<file path="src/rtl/seg7_scan_ctrl_pkg.sv">
// Shared types and constants for the 7-segment scan controller.
// Digit word layout: {enable, hex[3:0]}.
package seg7_scan_ctrl_pkg;

  typedef enum logic {
    ST_SHOW = 1'b0,
    ST_GAP  = 1'b1
  } state_t;

  localparam int DW       = 5;
  localparam int DW_EN    = 4;
  localparam int DW_HEX_H = 3;
  localparam int DW_HEX_L = 0;

  // Segment order {g,f,e,d,c,b,a}; entry 15 first
  localparam logic [15:0][6:0] SEG_TBL = {
    7'h71, 7'h79, 7'h5E, 7'h39,
    7'h7C, 7'h77, 7'h6F, 7'h7F,
    7'h07, 7'h7D, 7'h6D, 7'h66,
    7'h4F, 7'h5B, 7'h06, 7'h3F
  };

endpackage

</file>
<file path="src/rtl/seg7_scan_ctrl_hex2seg.sv">
// Combinational hex digit to 7-segment pattern decoder.
// Active-high segments, {g,f,e,d,c,b,a}.
module hex2seg
  import seg7_scan_ctrl_pkg::*;
(
  input  logic [3:0] i_hex,
  output logic [6:0] o_seg
);

  assign o_seg = SEG_TBL[i_hex];

endmodule

</file>
<file path="src/rtl/seg7_scan_ctrl.sv">
// Multiplexed 7-segment scan controller with blanking gap and
// frame-aligned atomic commit of a shadow digit bank.
module seg7_scan_ctrl
  import seg7_scan_ctrl_pkg::*;
#(
  parameter int NDIGITS = 2,
  parameter int REFRESH = 2,
  parameter int BLANK   = 1,
  parameter int AW      = (NDIGITS > 2) ? $clog2(NDIGITS) : 1
) (
  input  logic               clk,
  input  logic               rst,
  input  logic               wr_en,
  input  logic [AW-1:0]      wr_addr,
  input  logic [DW-1:0]      wr_data,
  input  logic               commit,
  output logic               commit_pending,
  output logic               commit_ack,
  output logic [6:0]         led_port,
  output logic [NDIGITS-1:0] dig_en
);

  localparam int MX = (REFRESH > BLANK) ? REFRESH : BLANK;
  localparam int CW = $clog2(MX + 1);
  localparam logic [AW-1:0] LAST = AW'(NDIGITS - 1);

  state_t               r_state;
  logic [CW-1:0]        r_cnt;
  logic [AW-1:0]        r_idx;
  logic [DW-1:0]        r_shadow [NDIGITS];
  logic [DW-1:0]        r_disp   [NDIGITS];
  logic                 r_pending;
  logic                 r_ack;
  logic [6:0]           r_led;
  logic [NDIGITS-1:0]   r_dig;

  logic                 w_show_done;
  logic                 w_gap_done;
  logic                 w_adv;
  logic                 w_to_gap;
  logic                 w_start;
  logic                 w_copy;
  logic                 w_wr_ok;
  logic [AW-1:0]        w_nidx;
  logic [DW-1:0]        w_word;
  logic [6:0]           w_seg;

  assign w_show_done = int'(r_cnt) >= REFRESH - 1;
  assign w_gap_done  = int'(r_cnt) + 1 >= BLANK;

  assign w_adv = (r_state == ST_GAP) ? w_gap_done
               : (w_show_done && BLANK == 0);
  assign w_to_gap = (r_state == ST_SHOW) && w_show_done
                 && (BLANK != 0);

  assign w_nidx  = (r_idx == LAST) ? '0 : r_idx + 1'b1;
  assign w_start = w_adv && (w_nidx == '0);
  assign w_copy  = w_start && r_pending;
  assign w_wr_ok = wr_en && (int'(wr_addr) < NDIGITS);

  // Frame-start copy must be visible in the digit-0 slot it opens
  assign w_word = w_copy ? r_shadow[0] : r_disp[w_nidx];

  hex2seg u_dec (
    .i_hex (w_word[DW_HEX_H:DW_HEX_L]),
    .o_seg (w_seg)
  );

  always_ff @(posedge clk or posedge rst) begin
    if (rst) begin
      for (int i = 0; i < NDIGITS; i++)
        r_shadow[i] <= '0;
    end else if (w_wr_ok) begin
      r_shadow[wr_addr] <= wr_data;
    end
  end

  always_ff @(posedge clk or posedge rst) begin
    if (rst) begin
      r_state   <= ST_GAP;
      r_cnt     <= '1;
      r_idx     <= LAST;
      r_pending <= 1'b0;
      r_ack     <= 1'b0;
      r_led     <= '0;
      r_dig     <= '0;
      for (int i = 0; i < NDIGITS; i++)
        r_disp[i] <= '0;
    end else begin
      r_ack     <= w_copy;
      r_pending <= w_copy ? 1'b0 : (r_pending | commit);
      if (w_copy) begin
        for (int i = 0; i < NDIGITS; i++)
          r_disp[i] <= r_shadow[i];
      end
      if (w_adv) begin
        r_state <= ST_SHOW;
        r_idx   <= w_nidx;
        r_cnt   <= '0;
        r_dig   <= NDIGITS'(1) << w_nidx;
        r_led   <= w_word[DW_EN] ? w_seg : 7'h00;
      end else if (w_to_gap) begin
        r_state <= ST_GAP;
        r_cnt   <= '0;
        r_dig   <= '0;
        r_led   <= '0;
      end else begin
        r_cnt <= r_cnt + 1'b1;
      end
    end
  end

  assign commit_pending = r_pending;
  assign commit_ack     = r_ack;
  assign led_port       = r_led;
  assign dig_en         = r_dig;

endmodule
</file>
<file path="config.mk">
export PLATFORM = sky130hd
export DESIGN_NAME = seg7_scan_ctrl
export DESIGN_NICKNAME = d
export VERILOG_FILES = /design/src/rtl/seg7_scan_ctrl_pkg.sv /design/src/rtl/seg7_scan_ctrl_hex2seg.sv /design/src/rtl/seg7_scan_ctrl.sv
export SDC_FILE = /design/constraint.sdc
export NUM_CORES = 1
export LEC_CHECK = 0
export ABC_CLOCK_PERIOD_IN_PS = 3800
export CORE_MARGIN = 1
export CORE_UTILIZATION = 40
export CTS_BUF_LIST = sky130_fd_sc_hd__clkbuf_2 sky130_fd_sc_hd__clkbuf_4 sky130_fd_sc_hd__clkbuf_8
export CTS_CLUSTER_DIAMETER = 80
export DETAILED_ROUTE_END_ITERATION = 8
export PLACE_DENSITY = 0.62
export SLEW_MARGIN = 20
export SYNTH_ARGS = -nofsm -noshare
export SYNTH_HDL_FRONTEND = slang
export SYNTH_SLANG_ARGS = --single-unit
</file>
<file path="constraint.sdc">
create_clock -name clk -period 3.8 [get_ports clk]
set_clock_uncertainty 0.05 [all_clocks]
set_input_delay 0.38 -clock clk [delete_from_list [all_inputs] [get_ports clk]]
set_output_delay 0.38 -clock clk [all_outputs]
set_load 0.01 [all_outputs]
</file>
Word level (Yosys, flattened, before mapping)
Memories as Yosys holds them, arrays and structs flattened.
Cells that the tools add are included.
{"block": "word_totals", "romBits": 112, "n_memories": 1, "ff_bits": 35, "out_inout_bits": 11, "word_cells": 52}
{"block": "classes", "addsub": 3, "n_shift": 1, "muxes": 20, "n_lt_le_gt_ge": 6, "n_bitwise": 5, "reduce_logical": 5}
{"memory": "(no name shown)", "depth": 16, "width": 7, "rd": 1, "rd_ports_with_merged_regs": 0, "wr": 0, "line": "seg7_scan_ctrl_hex2seg.sv:10", "rtl": "assign o_seg = SEG_TBL[i_hex];"}
{"operator": "7-bit 2-to-1 mux", "count": 4}
{"operator": "5-bit 2-to-1 mux", "count": 5}
{"operator": "10-bit bitwise mux", "count": 1}
{"operator": "2-bit 2-to-1 mux", "count": 4}
{"operator": "5-bit demux with 1-bit select", "count": 1}
{"operator": "4-bit by 5-bit less-than comparator with 1-bit output, second input constant", "count": 1}
{"operator": "1-bit 2-to-1 mux", "count": 5}
{"operator": "2-bit >= comparator, second input constant", "count": 2}
{"operator": "1-bit logical AND", "count": 4}
{"operator": "1-bit NOT with 2-bit output", "count": 2}
{"operator": "2-bit by 1-bit adder with 3-bit output, second input constant", "count": 1}
{"operator": "3-bit by 1-bit >= comparator with 1-bit output, second input constant", "count": 1}
{"operator": "2-bit by 1-bit adder with 2-bit output, second input constant", "count": 1}
{"operator": "2-bit by 1-bit >= comparator with 1-bit output, second input constant", "count": 1}
{"operator": "2-bit by 1-bit less-than comparator with 1-bit output, second input constant", "count": 1}
{"operator": "1-bit NOT", "count": 2}
{"operator": "2-bit nonzero test", "count": 1}
{"operator": "1-bit by 1-bit left shift with 2-bit output, first input constant", "count": 1}
{"operator": "1-bit adder, second input constant", "count": 1}
{"operator": "1-bit bitwise OR", "count": 1}

Logic depth before layout (Yosys ltp)
{"block": "depth", "word_depth": 11, "depth_mapped": 9}

Hierarchy
Synthesis repeated with hierarchy kept, for this count alone.
{"block": "unflattened", "hier_cells": 160, "hier_area_um2": 1874.3}
{"module": "seg7_scan_ctrl", "instances": 1, "seq_area_each_um2": 880.8, "area_each_um2": 1580.3, "cells_each": 127}
{"module": "hex2seg", "instances": 1, "seq_area_each_um2": 0.0, "area_each_um2": 294.0, "cells_each": 33}

Worst setup path before layout
Ideal clock, no wire load.
{"block": "synth_path", "path_type": "reg2reg", "startpoint": "reg r_idx", "endpoint": "reg r_led[1], in the netlist led_port[1]", "n_path_buf": 2, "period_less_slack_ns": 1.876, "required_ns": 3.629, "slack_ns": 1.924, "stages_incl_launch_ff": 9, "arrival_ns": 1.705, "cell_sequence": "dfstp_2 > buf_4 > buf_8 > nand4_2 > o221ai_4 > ha_1 > a21oi_1 > o21ai_1 > a22o_1"}
{"block": "synth_between", "elab_chain_cells": 11}
{"item": "start: declaration", "line": "seg7_scan_ctrl.sv:29", "rtl": "logic [AW-1:0] r_idx;"}
{"item": "start signal: assignment", "line": "seg7_scan_ctrl.sv:98", "rtl": "r_idx <= w_nidx;"}
{"item": "1-bit adder", "line": "seg7_scan_ctrl.sv:56", "rtl": "assign w_nidx = (r_idx == LAST) ? '0 : r_idx + 1'b1;"}
{"item": "1-bit 2-to-1 mux *", "line": "seg7_scan_ctrl.sv:56"}
{"item": "1-bit NOT with 2-bit output (not written as such)", "line": "seg7_scan_ctrl.sv:62", "rtl": "assign w_word = w_copy ? r_shadow[0] : r_disp[w_nidx];"}
{"item": "5-bit 2-to-1 mux (not written as such) (3 in series)", "line": "seg7_scan_ctrl.sv:62"}
{"item": "5-bit 2-to-1 mux *", "line": "seg7_scan_ctrl.sv:62"}
{"item": "memory read 16 x 7 bit"}
{"item": "7-bit 2-to-1 mux (not written as such)", "line": "seg7_scan_ctrl_hex2seg.sv:10"}
{"item": "7-bit 2-to-1 mux *", "line": "seg7_scan_ctrl.sv:101", "rtl": "r_led <= w_word[DW_EN] ? w_seg : 7'h00;"}
{"item": "7-bit 2-to-1 mux *", "line": "seg7_scan_ctrl.sv:96", "rtl": "if (w_adv) begin"}
{"item": "end signal: assignment", "line": "seg7_scan_ctrl.sv:101"}
{"item": "end: declaration", "line": "seg7_scan_ctrl.sv:34", "rtl": "logic [6:0] r_led;"}
Mark *: on every way between the ends. The rest lies on a longest branch, timed or not. The select of a mux whose other input is x is not followed.
A chain may end at the register's enable or synchronous reset.

Worst setup path in the final report
{"block": "layout_path", "startpoint": "reg r_idx", "endpoint": "reg r_led[3], in the netlist led_port[3]"}
The elaborated chain is that of the path after synthesis.

==> results_dict.tcl <==
set metrics [dict create \
    synth_nets 156 \
    netlist_instances 142 \
    place_congestion 0.818 \
    postCtsSetupRepairBufs 0 \
    gr-total-overflow 0 \
    max-slew-margin-rel_pct 49.2 \
    synth.area.top_cells "dfrtp_1 45%, mux2_2 12%, dfstp_2 6.1%, nand2_1 3.9%, ha_1 2.9%" \
    status "completed" \
    fillers 367 \
    die_y_um 67.8 \
    maxSlewViolCount 0 \
    r2r_slack_ns 1.63 \
    cts_tree "yes" \
    yosys_warnings 0 \
    hold_buffers 0 \
    cap_violations 0 \
    start_kind "flip-flop" \
    syn2layout_area_growth_pct 18.4 \
    ir_worst_vdd_v 0.000220 \
    syn_avg_cell_area_um2 12.2 \
    clkLatencyLatePin_ns 0.29 \
    routed_wl_um 3030 \
    drive_above_1_share_pct 28.0 \
    yosysTopAreaCell "dfrtp_1" \
    synth_common_cells "31 x dfrtp_1, 18 x mux2_2, 18 x nand2_1" \
    reg2reg_depth 6 \
    vias 1123 \
    antenna_found_initial 0 \
    path_class "reg -> reg" \
    worstReg2RegEnd "led_port[3]" \
    synth_edf_count 0 \
    end_kind "flip-flop" \
    coreArea_um2 4090 \
    min_period_ns 2.17 \
    fmax_ghz 0.461 \
    rows 23 \
    slowest_delay_ns 0.81 \
    min_path_type "in -> async" \
    initial_core_util_pct 42.4 \
    finalCritPeriodShare_pct 57.1 \
    drt_iter0_drc 83 \
    ys_ff_latch 35 \
    cts-root-buf "clkbuf_8" \
    crit_fanout 18 \
    final_cells 214 \
    num-nets-final 177 \
    dp_hpwl_um 2310 \
    fin_tns_setup_ns 0 \
    synth_flop_cell "dfrtp_1" \
    drc 0 \
    worst_pin_slew_ns 0.760 \
    timing.rr.start "r_idx" \
    cp_num_buf_inv 0 \
    antenna_left 0 \
    cpMaxStageDelayCell "dfstp_2" \
    hold_violations 0 \
    internal_power_w 0.000723 \
    worstPathRequired_ns 3.96 \
    rsz0062_at_grt "false" \
    seq_power_share_pct 46.3 \
    crit_chain "nand2_1 -> o221ai_4 -> ha_1 -> mux2i_1 -> o22ai_1 -> o21ai_1" \
    crit_arrival_ns 2.33 \
    path_delay_family "flip-flops" \
    p_sw_w 0.000250 \
    diodes 0 \
    yosys.cell_count.top_type "dfrtp_1" \
    combPwrFrac_pct 19.4 \
    finalSetupViolCount 0 \
    drt-vias-per-instance 5.25 \
    pin_count 21 \
    die_area_um2 4600 \
    dr.pass1.iters 4 \
    dp.cells 206 \
    synthArstFlopShare_pct 100 \
    grt.total_usage_pct 16.3 \
    cts_buffer_depth 2 \
    p_leak_nw 0.879 \
    htreeDepth 2 \
    dieWidth_um 67.8 \
    grt_max_degree 24 \
    p_sw_share_pct 25.7 \
    synth_cell_types 45 \
    p_total_w 0.000973 \
    p_per_area_nw_per_um2 474 \
    wl_per_cell_um 14.2 \
    grt_pass1_vias 1180 \
    path_clk_slew_ns 0.07 \
    syn-cell-area_um2 1730 \
    synth.top_cell.area_share_pct 44.8 \
    post_cts_resized 0 \
    clkPwrFrac_pct 34.3 \
    utilization_pct 50.2 \
    yosysSeqAreaShare_pct 50.9 \
    clock-sinks 35 \
    grt_pass1_wl_um 5310 \
    cts_buffers 5 \
    io_buffer_count 20 \
]
## metrics by stage
| step | area (um2) | worst slack, ns | hold WS [ns] |
|---|---|---|---|
| final | 2050 | 1.63 | 0.359 |
| after detailed placement | 1940 | 1.66 | 0.410 |
| after floorplan | 1730 | 1.92 | 0.397 |
| after global routing | 2050 | 1.49 | 0.434 |
| after CTS | 2050 | 1.64 | 0.376 |
| after global placement | 1940 | 1.77 | 0.408 |
## metal layers
metal  track usage, %  share of wire [%]  up-vias
met2             28.1                 50       24
li1                 -                  -      541
met1             17.6                 44      549
met4             9.64                2.5        0
met5                0                  0        -
met3             4.39                3.8        9
## registers in the layout (all words and copies together) (netlist names)
signal and flops:
r_state 1, led_port 7, r_disp 10, commit_pending 1
r_cnt 2, r_idx 1, commit_ack 1, dig_en 2
r_shadow 10
## power groups by stage
| stage | logic, W | clock network (W) | registers, W |
|---|---|---|---|
| after floorplan | 0.000118 | 0 | 0.000457 |
| after CTS | 0.000190 | 0.000343 | 0.000451 |
| after global placement | 0.000182 | 0 | 0.000457 |
| after global routing | 0.000210 | 0.000363 | 0.000457 |
| final | 0.000189 | 0.000333 | 0.000451 |
| after detailed placement | 0.000189 | 0 | 0.000459 |
## cell usage in the layout, fill, tap and decap left out, drive strengths merged, types with 2 or more instances in the layout
cell type	Yosys	final
a21oi	2	2
a22o	3	3
a31oi	2	2
and2	3	3
clkbuf	1	6
clkdlybuf4s50	0	20
dfrtp	31	31
dfstp	4	4
ha	4	4
inv	9	9
mux2	18	18
mux2i	3	3
nand2	19	19
nand2b	3	3
nand3	3	3
nand4	2	2
nor2	7	7
nor2b	2	2
o21ai	3	3
o221ai	5	5
o31ai	2	2
## how the worst max path moves through the flow
stage | from | endpoint | slack (ns) | depth (start not counted)
2_1_floorplan | r_idx | led_port[1] | 1.92 | 8
3_3_place_gp | r_idx | led_port[1] | 1.77 | 6
3_5_place_dp | r_idx | led_port[3] | 1.66 | 6
4_1_cts | r_idx | led_port[3] | 1.64 | 6
5_1_grt | r_idx | led_port[5] | 1.49 | 5
6_report | r_idx | led_port[3] | 1.63 | 6
## final cells by class
class | instances | area, um2 | area share [%]
clock buffers | 6 | 76.3 | 3.72
clock inverters | 2 | 37.5 | 1.83
inverters | 9 | 33.8 | 1.65
multi-input cells | 91 | 752 | 36.7
flip-flops and latches | 35 | 881 | 43.0
well taps | 50 | 62.6 | 3.05
repair buffers | 21 | 208 | 10.1
## worst register-to-register path, cell delays in order, from the launching register on
cell      delay [ns]
dfstp_2         0.81
nand2_1         0.15
o221ai_4        0.29
ha_1            0.32
mux2i_1         0.18
o22ai_1         0.13
o21ai_1         0.16
## cells by family (layout without fill, tap and decap cells)
family	after synthesis	after routing	synth area share [%]
compound gates	23	23	13.9
xor+xnor	1	1	0.506
fa+ha+maj	4	4	2.89
buf+inv	16	38	5.71
flops	35	35	50.9
mux	21	21	13.4
simple gates	42	42	12.6
No activity file was read; power rests on OpenSTA's default activity.
==> variant: new RTL, same flow settings <==
`REFRESH`: 2 -> 1.
--- a/src/rtl/seg7_scan_ctrl.sv
+++ b/src/rtl/seg7_scan_ctrl.sv
@@ -5,5 +5,5 @@
 #(
   parameter int NDIGITS = 2,
-  parameter int REFRESH = 2,
+  parameter int REFRESH = 1,
   parameter int BLANK   = 1,
   parameter int AW      = (NDIGITS > 2) ? $clog2(NDIGITS) : 1
Check against the original RTL: not equivalent (a bounded check fails within 4 cycles, from zero or initial values and one cycle with rst high).
==> variant against the original RTL <==
Sequential cell count fell by 2. Power down 4.9%. Maximum frequency down 1.7%. Combinational power decreased by 6%. Sequential share of layout area up 0.46 points. Area after synthesis shrank 8.7%. Routed wire length fell by 14%. First-iteration DRC count rose by 3.6%. Final area down 7.0%. Setup slack lost 38 ps. Die area fell by 8.4%. Worst hold slack improved by 67 ps. Clock power is 2% higher. Highest routed layer unchanged.
==> variant: results (changes against the original RTL) <==
[synthesis]
synthTopCellsByArea=dfrtp_1 (49%), mux2_2 (13%), buf_6 (3.6%), dfstp_2 (3.3%), nand2_1 (2.8%)  ; was dfrtp_1 (45%), mux2_2 (12%), dfstp_2 (6.1%), nand2_1 (3.9%), ha_1 (2.9%)
synth_seq_area_share_pct=52.37  ; was 50.87%
yosysUniqueCellTypes=38  ; was 45
synth_fp_nets=140  ; was 156
synth_common_cells=dfrtp_1 (31), mux2_2 (18), nand2_1 (12)  ; was dfrtp_1 (31), mux2_2 (18), nand2_1 (18)

[place]
hpwl_um=1935  ; was 2311 um
gp_congestion=0.7531  ; was 0.8183
port_buffers=20  ; unchanged

[setup_path]
startpoint=r_idx$_DFFE_PP1P_  ; unchanged
cp_max_fo=15  ; was 18
r2r_cells=6  ; unchanged
reg2reg_slack_ps=1590  ; was 1630 ps
crit_end=led_port[6]$_DFF_PP0_  ; was led_port[3]$_DFFE_PP0P_

[global_routing]
grt_max_degree=28  ; was 24
grt_first_pass_wirelength_um=4781  ; was 5306 um
first_global_vias=1093  ; was 1,180
grt_util_all_layers_pct=15.11  ; was 16.25%

[pwr]
ir_drop_v=0.0002454  ; was 0.0002201 V
p_leak_nw=0.8539  ; was 0.8787 nW
power.switching_mw=0.2304  ; was 0.2497 mW

[cts]
clock_latency_ps=270  ; was 290 ps
ctsResizeCount=0  ; unchanged
cts_made_buffers=5  ; unchanged
post-cts-setup-buffers=0  ; unchanged

[route]
wl_per_cell_um=13.19  ; was 14.17 um
dr_total_vias=1013  ; was 1,123
drtIter0Drc=86  ; was 83

[finish]
drive_above_1_share_pct=29.33  ; was 28.05%
nNetsFinal=162  ; was 177

[sta]
timing.setup.tns_ps=0  ; unchanged
relSlewSlack_pct=51.46  ; was 49.24%

[outcome]
status=finished clean  ; unchanged

-- variant: layout make-up --
type                       count  area, um2
inverter                       8      30.03
clock inverter                 1      30.03
sequential                    33      828.3
multi-input combinational     80      661.9
fill                         335       1808
timing repair buffer          21      207.7
clock buffer                   7      90.09
tap                           48      60.06
-- variant: cell families after synthesis --
logic type	share of synthesized area (%)
AND/OR/NAND/NOR	10.92
flip-flops	52.37
AO/OA/AOI/OAI	13.84
multiplexers	14.16
buffers and inverters	5.775
adder cells (fa/ha/maj)	2.374
XOR/XNOR	0.5539
-- variant: stage by stage --
stage,total power [mW],area (um2),setup slack [ps],std cells,hold slack [ps]
2_1_floorplan,0.5579,1582,1855,127,397.3
3_3_place_gp,0.5860,1788,1692,190,426.4
3_5_place_dp,0.5944,1788,1607,190,423.5
4_1_cts,0.9367,1908,1583,198,439.4
5_1_grt,0.9836,1908,1441,198,464.9
6_report,0.9257,1908,1591,198,426.2
-- variant: metal layers --
metal  up-vias  GRT usage (%)  wire, um
li1        485              -         -
met1       498          16.82      1121
met2        26          26.43      1352
met3         4          4.225       107
met4         0          6.944        31
met5         -              0         0
-- variant: power by group through the flow --
stage | clock (mW) | combinational (mW) | sequential (mW)
4_1_cts | 0.348 | 0.179 | 0.410
5_1_grt | 0.369 | 0.200 | 0.414
6_report | 0.338 | 0.178 | 0.410
2_1_floorplan | 0 | 0.151 | 0.407
3_5_place_dp | 0 | 0.178 | 0.417
3_3_place_gp | 0 | 0.171 | 0.415
-- variant: critical path: stages, from the launching register on --
cell	delay (ps)
dfstp_2	740
nand2_1	110
o221ai_2	330
inv_2	130
ha_1	220
mux2_1	310
a221oi_2	220
